==> src/rtl/cache_wb_buffer_pkg.sv <==
// Shared constants and writeback state encodings for the cache writeback buffer.
// The optional forwarding path is enabled by defining the WB_FORWARD_EN macro.
package cache_wb_buffer_pkg;

  localparam int CACHE_W     = 4;
  localparam int CACHE_LOG_W = 2;

  typedef enum logic [1:0] {
    WB_IDLE = 2'd0,
    WB_ADDR = 2'd1,
    WB_DATA = 2'd2,
    WB_RESP = 2'd3
  } wb_state_e;

endpackage

==> src/rtl/wb_line_buf.sv <==
// Storage for one evicted cache line plus its line-aligned address, with two
// independent word read ports (drain beat and read-miss forward).
module wb_line_buf
  import cache_wb_buffer_pkg::*;
#(
  parameter int LINE_WORDS = CACHE_W,
  parameter int OFF_W      = CACHE_LOG_W
) (
  input  logic                       clk,
  input  logic                       resetn,
  input  logic                       i_load,
  input  logic [31:0]                i_addr,
  input  logic [LINE_WORDS*32-1:0]   i_line,
  input  logic [OFF_W-1:0]           i_beat_sel,
  input  logic [OFF_W-1:0]           i_fwd_sel,
  output logic [31:0]                o_addr,
  output logic [31:0]                o_beat_word,
  output logic [31:0]                o_fwd_word
);

  logic [31:0] r_addr;
  logic [31:0] r_words [LINE_WORDS];
  logic        w_addr_unused;

  // The word-offset and byte bits of the victim address never matter once aligned.
  assign w_addr_unused = ^i_addr[OFF_W+1:0];

  always_ff @(posedge clk or negedge resetn) begin
    if (!resetn) begin
      r_addr <= '0;
      for (int i = 0; i < LINE_WORDS; i++) begin
        r_words[i] <= '0;
      end
    end else if (i_load) begin
      r_addr <= {i_addr[31:OFF_W+2], {(OFF_W+2){1'b0}}};
      for (int i = 0; i < LINE_WORDS; i++) begin
        r_words[i] <= i_line[i*32 +: 32];
      end
    end
  end

  assign o_addr      = r_addr;
  assign o_beat_word = r_words[i_beat_sel];
  assign o_fwd_word  = r_words[i_fwd_sel];

endmodule

==> src/rtl/cache_wb_buffer.sv <==
// Single-line dirty writeback buffer: captures a victim line in one cycle and
// drains it as address, LINE_WORDS data beats and a response. Define
// WB_FORWARD_EN to let read misses pick up words from the held line.
module cache_wb_buffer
  import cache_wb_buffer_pkg::*;
#(
  parameter int LINE_WORDS = CACHE_W,
  parameter int OFF_W      = CACHE_LOG_W
) (
  input  logic                     clk,
  input  logic                     resetn,
  input  logic                     victim_valid,
  output logic                     victim_ready,
  input  logic [31:0]              victim_addr,
  input  logic [LINE_WORDS*32-1:0] victim_line,
  output logic                     wr_req,
  output logic [31:0]              wr_addr,
  input  logic                     wr_ready,
  output logic                     wr_data_valid,
  output logic [31:0]              wr_data,
  output logic                     wr_data_last,
  input  logic                     wr_data_ready,
  input  logic                     wr_bvalid,
  output logic                     wr_bready,
  output logic                     busy,
  input  logic [31:0]              fwd_addr,
  output logic                     fwd_hit,
  output logic [31:0]              fwd_data
);

  localparam logic [OFF_W-1:0] LAST_BEAT = OFF_W'(LINE_WORDS - 1);

  wb_state_e        r_state;
  wb_state_e        w_next_state;
  logic [OFF_W-1:0] r_beat;
  logic [OFF_W-1:0] w_fwd_sel;
  logic             w_capture;
  logic [31:0]      w_held_addr;
  logic [31:0]      w_beat_word;
  logic [31:0]      w_fwd_word;
  logic             w_fwd_unused;

  assign w_capture = victim_valid & (r_state == WB_IDLE);

  wb_line_buf #(
    .LINE_WORDS (LINE_WORDS),
    .OFF_W      (OFF_W)
  ) u_line_buf (
    .clk         (clk),
    .resetn      (resetn),
    .i_load      (w_capture),
    .i_addr      (victim_addr),
    .i_line      (victim_line),
    .i_beat_sel  (r_beat),
    .i_fwd_sel   (w_fwd_sel),
    .o_addr      (w_held_addr),
    .o_beat_word (w_beat_word),
    .o_fwd_word  (w_fwd_word)
  );

  always_ff @(posedge clk or negedge resetn) begin
    if (!resetn) begin
      r_state <= WB_IDLE;
    end else begin
      r_state <= w_next_state;
    end
  end

  // Every bus output decodes from state and beat count only, never from inputs.
  always_comb begin
    w_next_state  = r_state;
    victim_ready  = 1'b0;
    wr_req        = 1'b0;
    wr_data_valid = 1'b0;
    wr_data_last  = 1'b0;
    wr_bready     = 1'b0;
    case (r_state)
      WB_IDLE: begin
        victim_ready = 1'b1;
        if (victim_valid) begin
          w_next_state = WB_ADDR;
        end
      end
      WB_ADDR: begin
        wr_req = 1'b1;
        if (wr_ready) begin
          w_next_state = WB_DATA;
        end
      end
      WB_DATA: begin
        wr_data_valid = 1'b1;
        wr_data_last  = (r_beat == LAST_BEAT);
        if (wr_data_ready && (r_beat == LAST_BEAT)) begin
          w_next_state = WB_RESP;
        end
      end
      WB_RESP: begin
        wr_bready = 1'b1;
        if (wr_bvalid) begin
          w_next_state = WB_IDLE;
        end
      end
      default: begin
        w_next_state = WB_IDLE;
      end
    endcase
  end

  // Power-of-two line length lets the counter wrap to zero on the last beat.
  always_ff @(posedge clk or negedge resetn) begin
    if (!resetn) begin
      r_beat <= '0;
    end else if (w_capture) begin
      r_beat <= '0;
    end else if ((r_state == WB_DATA) && wr_data_ready) begin
      r_beat <= r_beat + OFF_W'(1);
    end
  end

  assign busy    = (r_state != WB_IDLE);
  assign wr_addr = w_held_addr;
  assign wr_data = w_beat_word;

`ifdef WB_FORWARD_EN
  assign w_fwd_sel    = fwd_addr[OFF_W+1:2];
  assign fwd_hit      = busy & (fwd_addr[31:OFF_W+2] == w_held_addr[31:OFF_W+2]);
  assign fwd_data     = fwd_hit ? w_fwd_word : 32'h0;
  assign w_fwd_unused = ^fwd_addr[1:0];
`else
  assign w_fwd_sel    = '0;
  assign fwd_hit      = 1'b0;
  assign fwd_data     = 32'h0;
  assign w_fwd_unused = ^{fwd_addr, w_fwd_word};
`endif

endmodule

==> config.mk <==
export PLATFORM = sky130hd
export DESIGN_NAME = cache_wb_buffer
export DESIGN_NICKNAME = d
export VERILOG_FILES = /design/src/rtl/cache_wb_buffer_pkg.sv /design/src/rtl/wb_line_buf.sv /design/src/rtl/cache_wb_buffer.sv
export SDC_FILE = /design/constraint.sdc
export NUM_CORES = 1
export LEC_CHECK = 0
export BUFFER_PORTS_ARGS = -buffer_cell sky130_fd_sc_hd__buf_2
export CORE_MARGIN = 5
export CORE_UTILIZATION = 45
export DETAILED_ROUTE_END_ITERATION = 10
export PLACE_DENSITY = 0.72
export SKIP_CTS_REPAIR_TIMING = 1
export SLEW_MARGIN = 20
export SYNTH_ARGS = -nofsm -noshare
export SYNTH_HDL_FRONTEND = slang
export SYNTH_SLANG_ARGS = --single-unit
==> constraint.sdc <==
create_clock -name clk -period 4.4 [get_ports clk]
set_input_delay 0.88 -clock clk [delete_from_list [all_inputs] [get_ports clk]]
set_output_delay 0.88 -clock clk [all_outputs]
set_load 0.05 [all_outputs]
# Yosys cells after proc, flatten, opt, wreduce, memory -nomap -nowiden
# Index checks and enable logic that the tools add are counted.
word_totals:
  in_bits: 198
  out_inout_bits: 103
  elab_cells: 40
  regBits: 160
classes:
  bitwise: 2
  add_sub_neg: 1
  n_mux: 15
  magnitude_cmp: 1
  eq_ne: 8
  reduce_logical: 6
op_table:
  columns: ["op", "count"]
  rows:
  - ["$bmux 32 s2", 1]
  - ["$mux 32", 2]
  - ["$mux 2", 6]
  - ["$ne 2x2->1 const B", 4]
  - ["$pmux 2 s4", 1]
  - ["$eq 2x2->1 const B", 3]
  - ["$mux 1", 5]
  - ["$reduce_and 4->1", 1]
  - ["$reduce_bool 2->1", 2]
  - ["$ge 3x3->1 const B", 1]
  - ["$not 2->3", 1]
  - ["$add 2x1->2 const B", 1]
  - ["$eq 2x1->1 const B", 1]
  - ["$logic_and 1x1->1", 2]
  - ["$logic_not 2->1", 1]
  - ["$and 1x1->1", 1]

# Longest topological paths before layout
# Gate-level depths: netlist of run 1.
depth:
  depth_word: 4
  ltp_mapped: 6
  depth_no_buf: 5

# Modules after synthesis
# A second synthesis of run 1 with hierarchy kept.
hier_totals:
  cells_unflattened: 475
  area_unflattened_um2: 8015.2
by_module_without_submodules:
  columns: ["module", "area_per_inst_um2", "instances", "cells_each", "seq_area_each_um2"]
  rows:
  - ["wb_line_buf", 7443.4, 1, 412, 3903.7]
  - ["cache_wb_buffer", 571.8, 1, 63, 100.1]

# Least setup slack after synthesis of run 1
# No wires, ideal clock.
synth_timing:
  path_kind: "reg-to-output"
  start: "register r_state[0]"
  end: "output wr_data_last"
  path_buffers: 0
  slack_ns: 1.977
  path_stages_with_launch: 4
  t_required_ns: 3.520
  t_arrival_ns: 1.543
  path_cell_list: "dfrtp_1 > inv_1 > ha_1 > and2_1"
synth_via:
  elab_chain_cells: 2
synth_rtl:
  columns: ["item", "line", "source"]
  rows:
  - ["start, declared", "cache_wb_buffer.sv:33", "wb_state_e r_state;"]
  - ["start signal, assigned", "cache_wb_buffer.sv:65", "r_state <= w_next_state;"]
  - ["$eq 2x2->1", "cache_wb_buffer.sv:77", "case (r_state)"]
  - ["$mux 1", "cache_wb_buffer.sv:77", null]
  - ["end, declared", "cache_wb_buffer.sv:21", "output logic wr_data_last,"]
# Every way passes these cells.

# Worst setup path in the final report of run 1
layout_timing:
  start: "register r_beat[0]"
  end: "output wr_data[25]"
layout_via:
  elab_chain_cells: 4
layout_rtl:
  columns: ["item", "line", "source"]
  rows:
  - ["start, declared", "cache_wb_buffer.sv:35", "logic [OFF_W-1:0] r_beat;"]
  - ["start signal, assigned", "cache_wb_buffer.sv:116", "r_beat <= r_beat + OFF_W'(1);"]
  - ["$not 2->3 (implied by the code)", "wb_line_buf.sv:43", "assign o_beat_word = r_words[i_beat_sel];"]
  - ["$bmux 32 s2", "wb_line_buf.sv:43", null]
  - ["$mux 32 (implied by the code) (2 in series)", "wb_line_buf.sv:43", null]
  - ["end, declared", "cache_wb_buffer.sv:20", "output logic [31:0] wr_data,"]
# Every way passes these cells. The select of a mux whose other input is x is not followed.

==> results of run 1 <==
==> critical path, delay by kind of cell, from the launching register on <==
| family | cells | cell delay (ns) |
|---|---|---|
| buffers and inverters | 2 | 0.80 |
| muxes | 1 | 0.60 |
| DFF | 1 | 0.34 |
==> sequential cells by signal, summed over array words and instances (netlist names) <==
| signal | flops |
|---|---|
| r_beat | 2 |
| u_line_buf.r_words | 128 |
| u_line_buf.o_addr | 28 |
| r_state | 2 |
==> cell usage after synthesis, types with 2 or more instances <==
cell type  count
buf_6         14
ha_1           6
a21oi_1        2
mux2_1       140
buf_2          6
mux2_2        17
nand2_1        3
mux4_2        32
nor2b_1        3
buf_4         41
inv_1          3
dfrtp_1      160
==> logic make-up after synthesis <==
kind of cell	count (synthesis)
other	1
adder cells (fa/ha/maj)	6
AND/OR/NAND/NOR	8
flip-flops	160
AO/OA/AOI/OAI	4
buffers and inverters	65
XOR/XNOR	1
multiplexers	190
==> cell type report <==
cell class / instances / area (um2)
Antenna cell: 1 / 2.50
Clock buffer: 24 / 502
Clock inverter: 7 / 100
Fill cell: 1306 / 6840
Inverter: 3 / 11.3
Multi-Input combinational cell: 246 / 2810
Sequential cell: 160 / 4010
Tap cell: 216 / 270
Timing Repair Buffer: 233 / 1230
==> cells in the final DEF, fill, tap and decap left out, types with 2 or more instances in the layout <==
cell,count
buf_2,226
dfrtp_1,158
mux2_1,140
conb_1,37
mux4_2,32
mux2_2,17
clkbuf_16,17
ha_1,6
clkbuf_8,5
inv_1,3
nor2b_1,3
clkinvlp_4,3
buf_4,3
nand2_1,2
a21oi_1,2
clkbuf_1,2
bufinv_16,2
buf_12,2
dfrtp_2,2
==> power groups by stage <==
stage | combinational (mW) | clock (mW) | sequential (mW)
after CTS | 3.74 | 1.52 | 2.64
final | 3.68 | 1.48 | 2.63
after detailed placement | 3.73 | 0 | 2.66
after global placement | 3.65 | 0 | 2.60
after floorplan | 2.64 | 0 | 2.97
after global routing | 3.90 | 1.59 | 2.74
==> how the worst max path moves through the flow <==
stage / from / to / slack [ns] / cells after the start
final: r_beat[0] / wr_data[25] / 1.35 / 3
after global routing: r_beat[0] / wr_data[25] / 1.17 / 3
after CTS: r_beat[0] / wr_data[25] / 1.27 / 3
after detailed placement: r_beat[0] / wr_data[25] / 1.73 / 3
after global placement: r_beat[0] / wr_data[19] / 1.74 / 3
after floorplan: r_state[0] / wr_data_last / 1.98 / 3
==> metrics by stage <==
step | util, % | std cells | hold WS, ns
global route | 56.6 | 889 | 0.387
global placement | 52.6 | 857 | 0.468
floorplan | - | 471 | 0.459
CTS | 56.4 | 888 | 0.489
detailed placement | 52.6 | 857 | 0.476
finish | 56.6 | 890 | 0.378
==> metal layers <==
layer | vias to the layer above | track usage (%)
li1 | 1950 | -
met1 | 2150 | 21.0
met2 | 165 | 26.9
met3 | 18 | 6.51
met4 | 0 | 4.87
met5 | - | 0
==> flow_summary_export.csv, run 1 <==
group,metric,value,unit
placed_design,dp_hpwl,10.9,mm
pwr,clkPwrFrac,19.0,%
yosys,ys_ff_latch,160,
yosys,syn-cell-area,7180,um2
detailed_routing,wl_per_cell,16.9,um
clock_tree,cts.path.max_buffers,2,
finish,area_growth,24.4,%
floorplan,io_pins,301,
worst_setup_path,cp_slowest_cell,"mux4_2",
yosys,synthAdderAreaFrac,1.05,%
global_routing,grt.total_usage,16.7,%
pwr,finalPower,7.79,mW
pwr,cellLeakagePower,4.21,nW
yosys,synth_enable_flop_cells,0,
timing,rsz0062_at_grt,"no",
timing,setup_viol,0,
worst_setup_path,regToRegSetupSlack,1.97,ns
yosys,avgSynthCellArea,16.5,um2
yosys,synth_compound_area_share,0.488,%
timing,max-slew-margin-rel,31.2,%
global_routing,grt_max_degree,108,
detailed_routing,wl_met2,7.47,mm
detailed_routing,wl_met3,1.26,mm
floorplan,die_area,18600,um2
clock_tree,cts_tree,"done",
yosys,async_reset_ff_share,100,%
global_routing,grt_pass1_wl,24.1,mm
global_routing,grt_overflow,0,
flow_run,drv_cap,0,
yosys,synth_top_area_cell,"dfrtp_1",
worst_setup_path,cp.required,3.52,ns
detailed_routing,topRoutingLayerUsed,"met4",
yosys,synth.distinct_cells,20,
worst_setup_path,slowest_delay,0.60,ns
pwr,power.share.switching,42.6,%
worst_setup_path,r2r-start,"r_state[0]",
pwr,intPower,4.47,mW
yosys,synth_xor_area_share,0.122,%
worst_setup_path,cp-start-kind,"flip-flop",
timing,report.final.hold_viol_count,0,
yosys,ys.warnings.count,0,
detailed_routing,drc_errors,0,
yosys,syn_inst,435,
timing,maxSlewViolCount,0,
clock_tree,cts.reportedPaths.clkPinSlew,0.06,ns
pwr,p_seq_share,33.8,%
hold_path,holdCritPathClass,"primary input to async pin",
placed_design,dpl_worst_slack,1.73,ns
timing,skew,0.00684,ns
timing,max_freq,328,MHz
pwr,ir_worst_vdd,0.528,mV
timing,fin_crit,3.05,ns
worst_setup_path,crit_type,"flip-flop to output pin",
yosys,synth_top_family_by_area,"multiplexers",
floorplan,die_w,136,um
global_routing,grt_pass1_vias,4771,
yosys,yosysSeqAreaShare,55.8,%
worst_setup_path,r2r_end,"u_line_buf.r_words[27]",
worst_setup_path,critPathArrivalTime,2.17,ns
clock_tree,h-tree-depth,4,
clock_tree,cts_buffers,17,
clock_tree,clkLatencyLatePin,0.41,ns
detailed_routing,vias_per_cell,4.81,
timing,fin_setup_tns,0,ns
worst_setup_path,critPathCaptureType,"output pin",
placed_design,gp_congestion,0.780,
clock_tree,root_buffer,"clkbuf_16",
yosys,synth_simple_gate_area_share,0.593,%
pwr,powerDensity,872,nW/um2
placed_design,numPortBuffers,227,
finish,layout.nets,865,
yosys,synth_top_cell_area_share,55.8,%
floorplan,rows,46,
placed_design,placed_area,8300,um2
worst_setup_path,path_cells,"buf_4 -> mux4_2 -> buf_2",
detailed_routing,antenna_left,0,
timing,tightest_slew,1.03,ns
worst_setup_path,ff2ff_path_depth,5,
clock_tree,cts_num_sinks,160,
floorplan,die_h,136,um
detailed_routing,num_vias,4283,
pwr,p_comb_share,47.3,%
detailed_routing,drt-met1-wl,6.07,mm
pwr,switchingPower,3.32,mW
floorplan,initial_core_util,45.5,%
worst_setup_path,cp_max_fo,34,
floorplan,core,15800,um2
outcome,run_status,"complete, no violations",
timing,post-route-period-util,69.4,%
yosys,ys.flop_type,"dfrtp_1",
timing,setup_ws,1.35,ns
finish,drive_above_1_share,46.8,%
detailed_routing,drt_iter0_markers,129,
yosys,synth_mux_area_share,34.8,%
global_routing,antenna_found_initial,0,
detailed_routing,dr.pass1.iters,4,
finish,postLayoutCellArea,8930,um2
detailed_routing,wl,15.0,mm
yosys,synth_area_leaders,"dfrtp_1 (56%), mux2_1 (22%), mux4_2 (10%), buf_4 (4.3%), mux2_2 (2.7%)",
No activity file was read; power rests on OpenSTA's default activity.
==> run 2: changes to the inputs <==
--- a/config.mk
+++ b/config.mk
@@ -7,9 +7,9 @@
 export LEC_CHECK = 0
 export BUFFER_PORTS_ARGS = -buffer_cell sky130_fd_sc_hd__buf_2
 export CORE_MARGIN = 5
-export CORE_UTILIZATION = 45
+export CORE_UTILIZATION = 44
 export DETAILED_ROUTE_END_ITERATION = 10
-export PLACE_DENSITY = 0.72
+export PLACE_DENSITY = 0.73
 export SKIP_CTS_REPAIR_TIMING = 1
 export SLEW_MARGIN = 20
 export SYNTH_ARGS = -nofsm -noshare
==> constraint.sdc (replaced) <==
create_clock -name clk -period 2.8 [get_ports clk]
set_input_delay 0.56 -clock clk [delete_from_list [all_inputs] [get_ports clk]]
set_output_delay 0.56 -clock clk [all_outputs]
set_load 0.05 [all_outputs]
==> run 2 against run 1 <==
Against the previous run:
- sequential share of layout area about the same
- final area barely moved
- worst hold slack lost 0.29 ns
- clock-buffer cell count is 3 lower
- non-clock buffer count is 3 higher
- via count increased by 0.14%
- total power increased by 58%
- clock power is 57% higher
- clock skew is 0.00068 ns lower
- critical path type unchanged
==> flow_summary_export.csv, run 2 (synthesized netlist as in run 1, its figures left out) <==
group,metric,value,unit
pwr,p_comb_share,47.6,%
worst_setup_path,critPathArrivalTime,2.01,ns
clock_tree,h-tree-depth,4,
floorplan,die_h,138,um
detailed_routing,dr.pass1.iters,4,
worst_setup_path,cp.required,2.24,ns
placed_design,numPortBuffers,227,
floorplan,rows,46,
global_routing,grt_overflow,0,
pwr,power.share.switching,42.7,%
finish,drive_above_1_share,47.0,%
worst_setup_path,cp_max_fo,15,
detailed_routing,drc_errors,0,
pwr,powerDensity,1380,nW/um2
finish,filler_cell_count,1337,
timing,skew,0.00616,ns
timing,maxSlewViolCount,0,
detailed_routing,vias_per_cell,4.81,
timing,rsz0062_at_grt,"no",
placed_design,dp_hpwl,11.6,mm
placed_design,gp_congestion,0.753,
worst_setup_path,ff2ff_path_depth,5,
clock_tree,cts.path.max_buffers,2,
finish,area_growth,24.5,%
finish,mostFrequentLayoutCells,"buf_2 (226), dfrtp_1 (158), mux2_1 (140), conb_1 (37), mux4_2 (32)",
pwr,ir_worst_vdd,0.800,mV
pwr,finalPower,12.3,mW
detailed_routing,wl,15.3,mm
global_routing,grt_max_degree,90,
clock_tree,cts.reportedPaths.clkPinSlew,0.06,ns
timing,setup_viol,0,
detailed_routing,drt_iter0_markers,116,
global_routing,grt_pass1_wl,24.3,mm
detailed_routing,antenna_left,0,
pwr,p_seq_share,33.4,%
clock_tree,cts_num_sinks,160,
global_routing,grt_pass1_vias,4795,
finish,diodes,0,
floorplan,initial_core_util,45.0,%
global_routing,grt.total_usage,16.5,%
timing,fin_crit,2.57,ns
worst_setup_path,crit_type,"flip-flop to output pin",
clock_tree,cts_tree,"done",
timing,setup_ws,0.232,ns
pwr,clkPwrFrac,19.0,%
finish,layout.nets,868,
finish,largest_register,"u_line_buf.r_words",
placed_design,dpl_worst_slack,0.633,ns
flow_run,drv_cap,0,
timing,fin_setup_tns,0,ns
timing,max_freq,389,MHz
detailed_routing,num_vias,4289,
clock_tree,root_buffer,"clkbuf_16",
pwr,cellLeakagePower,4.23,nW
timing,finalHoldWorstSlack,0.0855,ns
pwr,intPower,7.04,mW
hold_path,holdCritPathClass,"primary input to async pin",
clock_tree,cts_buffers,17,
floorplan,io_pins,301,
floorplan,die_area,19000,um2
floorplan,die_w,138,um
finish,layout_commonest_cell,"buf_2",
pwr,switchingPower,5.25,mW
floorplan,core,15900,um2
timing,post-route-period-util,91.7,%
clock_tree,clkLatencyLatePin,0.41,ns
global_routing,antenna_found_initial,1,
finish,largest_register_ffs,128,
worst_setup_path,cp-start-kind,"flip-flop",
detailed_routing,wl_per_cell,17.1,um
worst_setup_path,critPathCaptureType,"output pin",
timing,report.final.hold_viol_count,0,
outcome,run_status,"complete, no violations",
## run 2: changes by cell type in the layout (fill, tap and decap cells not counted)
cell        before  now
clkinvlp_4       3    1
buf_12           2    3
buf_4            3    6
buf_16           1    0
bufinv_16        2    3
clkbuf_8         5    2
diode_2          1    0
clkinv_2         0    4
## run 2: path summary, 6_finish.rpt
check                                       from  slack, ns                endpoint
min in group clk                 victim_line[71]       0.35  u_line_buf.r_words[39]
hold / removal                            resetn       0.09   u_line_buf.o_addr[18]
setup reg to reg                       r_beat[0]       0.89              r_state[1]
max in group asynchronous                 resetn       1.95   u_line_buf.o_addr[15]
setup / recovery                       r_beat[1]       0.23             wr_data[24]
hold reg to reg            u_line_buf.o_addr[28]       0.48   u_line_buf.o_addr[28]
## run 2: worst max-delay path, stage by stage (launching register included)
cell and delay (ns):
dfrtp_2 0.62, buf_4 0.35, mux4_2 0.36, buf_2 0.23
## run 2: per-layer routing
metal | wire length [um] | part of all wire [%] | GRT usage (%) | vias up
met1 | 6060 | 40 | 20.7 | 2157
met2 | 7720 | 51 | 26.9 | 157
met4 | 198 | 1.3 | 5.27 | 2
met5 | 7 | 0.046 | 0 | -
met3 | 1280 | 8.4 | 5.99 | 13
li1 | - | - | - | 1960
## run 2: through the flow
step / utilization, % / area [um2] / std cells
2_1_floorplan: - / 7310 / 471
3_3_place_gp: 52.3 / 8340 / 861
3_5_place_dp: 52.3 / 8340 / 861
4_1_cts: 56.1 / 8940 / 892
5_1_grt: 56.1 / 8940 / 892
6_report: 56.1 / 8940 / 892
## run 2: power by group through the flow
stage | clock network, mW | logic [mW] | registers, mW
floorplan | 0 | 4.16 | 4.67
global placement | 0 | 5.80 | 4.05
detailed placement | 0 | 5.94 | 4.16
CTS | 2.40 | 5.95 | 4.12
global route | 2.51 | 6.22 | 4.25
finish | 2.33 | 5.86 | 4.10
## run 2: area by class of cell
type	count	area (um2)	share of cell area, %
clock buffers	21	460	5.15
clock inverters	10	135	1.51
inverters	3	11.3	0.126
multi-input cells	246	2810	31.4
flip-flops and latches	160	4010	44.8
well taps	216	270	3.02
repair buffers	236	1250	14.0
==> run 3: changes to the inputs <==
--- a/config.mk
+++ b/config.mk
@@ -10,6 +10,7 @@
 export CORE_UTILIZATION = 44
 export DETAILED_ROUTE_END_ITERATION = 10
 export PLACE_DENSITY = 0.73
+export REMOVE_ABC_BUFFERS = 1
 export SKIP_CTS_REPAIR_TIMING = 1
 export SLEW_MARGIN = 20
 export SYNTH_ARGS = -nofsm -noshare
==> run 3 against run 2 <==
Against the previous run:
- routed wire length is 1.2% lower
- via count is 0.89% higher
- clock-buffer cell count is 2 lower
- clock skew is 0.0013 ns higher
- non-clock buffer count stayed put
- worst hold slack better by 0.067 ns
- maximum frequency is 3.7% higher
- critical endpoint unchanged
- combinational power hardly changed
- sequential share of layout area is 0.28 points lower
- clock power is 2% higher
==> flow_summary_export.csv, run 3 (synthesized netlist as in run 1, its figures left out) <==
group,metric,value,unit
global_routing,grt_busiest_layer,"met2",
floorplan,die_area,19000,um2
timing,finalHoldWorstSlack,0.153,ns
timing,max_freq,404,MHz
pwr,ir_worst_vdd,0.827,mV
clock_tree,clkLatencyLatePin,0.42,ns
timing,post-route-period-util,88.4,%
clock_tree,cts.path.max_buffers,2,
detailed_routing,wl,15.1,mm
floorplan,core,15900,um2
global_routing,met1_usage,18.9,%
finish,drive_above_1_share,47.4,%
global_routing,antenna_found_initial,1,
worst_setup_path,critPathCaptureType,"output pin",
hold_path,holdCritPathClass,"primary input to async pin",
finish,layout.nets,868,
timing,setup_viol,0,
global_routing,grt_overflow,0,
worst_setup_path,path_cells,"buf_12 -> mux4_2 -> buf_2",
worst_setup_path,cp_slowest_cell,"dfrtp_2",
worst_setup_path,critPathArrivalTime,1.91,ns
worst_setup_path,crit_type,"flip-flop to output pin",
worst_setup_path,cp_max_fo,18,
finish,diodes,0,
placed_design,dpl_worst_slack,0.757,ns
timing,tightest_slew,0.675,ns
floorplan,die_h,138,um
placed_design,gp_congestion,0.734,
placed_design,dp_hpwl,11.2,mm
timing,max-slew-margin-rel,55.0,%
global_routing,grt_util_met3,5.59,%
placed_design,numPortBuffers,227,
detailed_routing,vias_per_cell,4.85,
worst_setup_path,cp.required,2.24,ns
timing,fin_crit,2.47,ns
finish,multiInputGateArea,2810,um2
pwr,intPower,7.07,mW
finish,mostFrequentLayoutCells,"buf_2 (226), dfrtp_1 (158), mux2_1 (140), conb_1 (37), mux4_2 (32)",
pwr,cellLeakagePower,4.24,nW
finish,register_area,4010,um2
global_routing,grt_pass1_vias,4872,
worst_setup_path,slowest_delay,0.67,ns
clock_tree,root_buffer,"clkbuf_16",
flow_run,drv_cap,0,
detailed_routing,num_vias,4327,
pwr,clkPwrFrac,19.3,%
clock_tree,cts_tree,"done",
floorplan,initial_core_util,45.0,%
finish,finalNonFillerCells,893,
finish,largest_register_ffs,128,
timing,report.final.hold_viol_count,0,
outcome,run_status,"complete, no violations",
clock_tree,cts.reportedPaths.clkPinSlew,0.06,ns
clock_tree,cts_buffers,17,
detailed_routing,wl_per_cell,16.9,um
finish,filler_cell_count,1306,
timing,fin_setup_tns,0,ns
floorplan,io_pins,301,
finish,area_growth,25.3,%
timing,rsz0062_at_grt,"no",
pwr,switchingPower,5.28,mW
detailed_routing,drc_errors,0,
pwr,p_seq_share,33.2,%
floorplan,rows,46,
detailed_routing,antenna_left,0,
finish,largest_register,"u_line_buf.r_words",
pwr,p_comb_share,47.5,%
timing,skew,0.00741,ns
pwr,powerDensity,1370,nW/um2
global_routing,grt_max_degree,73,
timing,maxSlewViolCount,0,
floorplan,die_w,138,um
finish,layout_commonest_cell,"buf_2",
placed_design,place_inst,861,
clock_tree,cts_num_sinks,160,
detailed_routing,dr.pass1.iters,6,
pwr,power.share.switching,42.7,%
global_routing,grt.total_usage,16.4,%
clock_tree,h-tree-depth,4,
detailed_routing,drt_iter0_markers,112,
worst_setup_path,cp-start-kind,"flip-flop",
timing,setup_ws,0.325,ns
global_routing,grt_pass1_wl,24.1,mm
global_routing,met2_usage,28.3,%
[run 3: worst paths after layout]
kind	from	slack, ns	cells after the start	endpoint
hold / removal	resetn	0.15	1	u_line_buf.o_addr[17]
min in group clk	victim_addr[28]	0.35	2	u_line_buf.o_addr[28]
max in group asynchronous	resetn	1.97	2	r_beat[1]
hold reg to reg	u_line_buf.r_words[26]	0.48	1	u_line_buf.r_words[26]
setup / recovery	r_beat[1]	0.33	3	wr_data[24]
setup reg to reg	r_state[0]	0.83	5	u_line_buf.r_words[37]
[run 3: area by class of cell]
| type | instances | area share (%) |
|---|---|---|
| Multi-Input combinational cell | 246 | 31.2 |
| Inverter | 3 | 0.125 |
| Timing Repair Buffer | 236 | 14.3 |
| Clock buffer | 19 | 5.04 |
| Clock inverter | 13 | 1.79 |
| Tap cell | 216 | 3.01 |
| Sequential cell | 160 | 44.5 |
[run 3: stage by stage]
stage	util, %	total power [mW]	cell area [um2]
2_1_floorplan	-	8.73	6810
3_3_place_gp	52.6	9.84	8380
3_5_place_dp	52.6	10.1	8380
4_1_cts	56.4	12.5	8990
5_1_grt	56.4	13.0	8990
6_report	56.4	12.4	8990
[run 3: metal layers]
layer,vias to the layer above,part of all wire [%]
met1,2171,38
met3,27,8.5
met2,168,52
met5,-,0.13
met4,2,1.9
li1,1959,-
[run 3: worst max-delay path: cells and delay by family (launching register included)]
family,cells,cell delay [ns]
buffers and inverters,2,0.47
muxes,1,0.31
DFF,1,0.67
[run 3: power groups by stage]
stage,Sequential (mW),Combinational (mW),Clock (mW)
finish,4.10,5.87,2.38
global route,4.25,6.22,2.54
CTS,4.11,5.96,2.45
detailed placement,4.15,5.95,0
global placement,4.04,5.80,0
floorplan,4.79,3.94,0
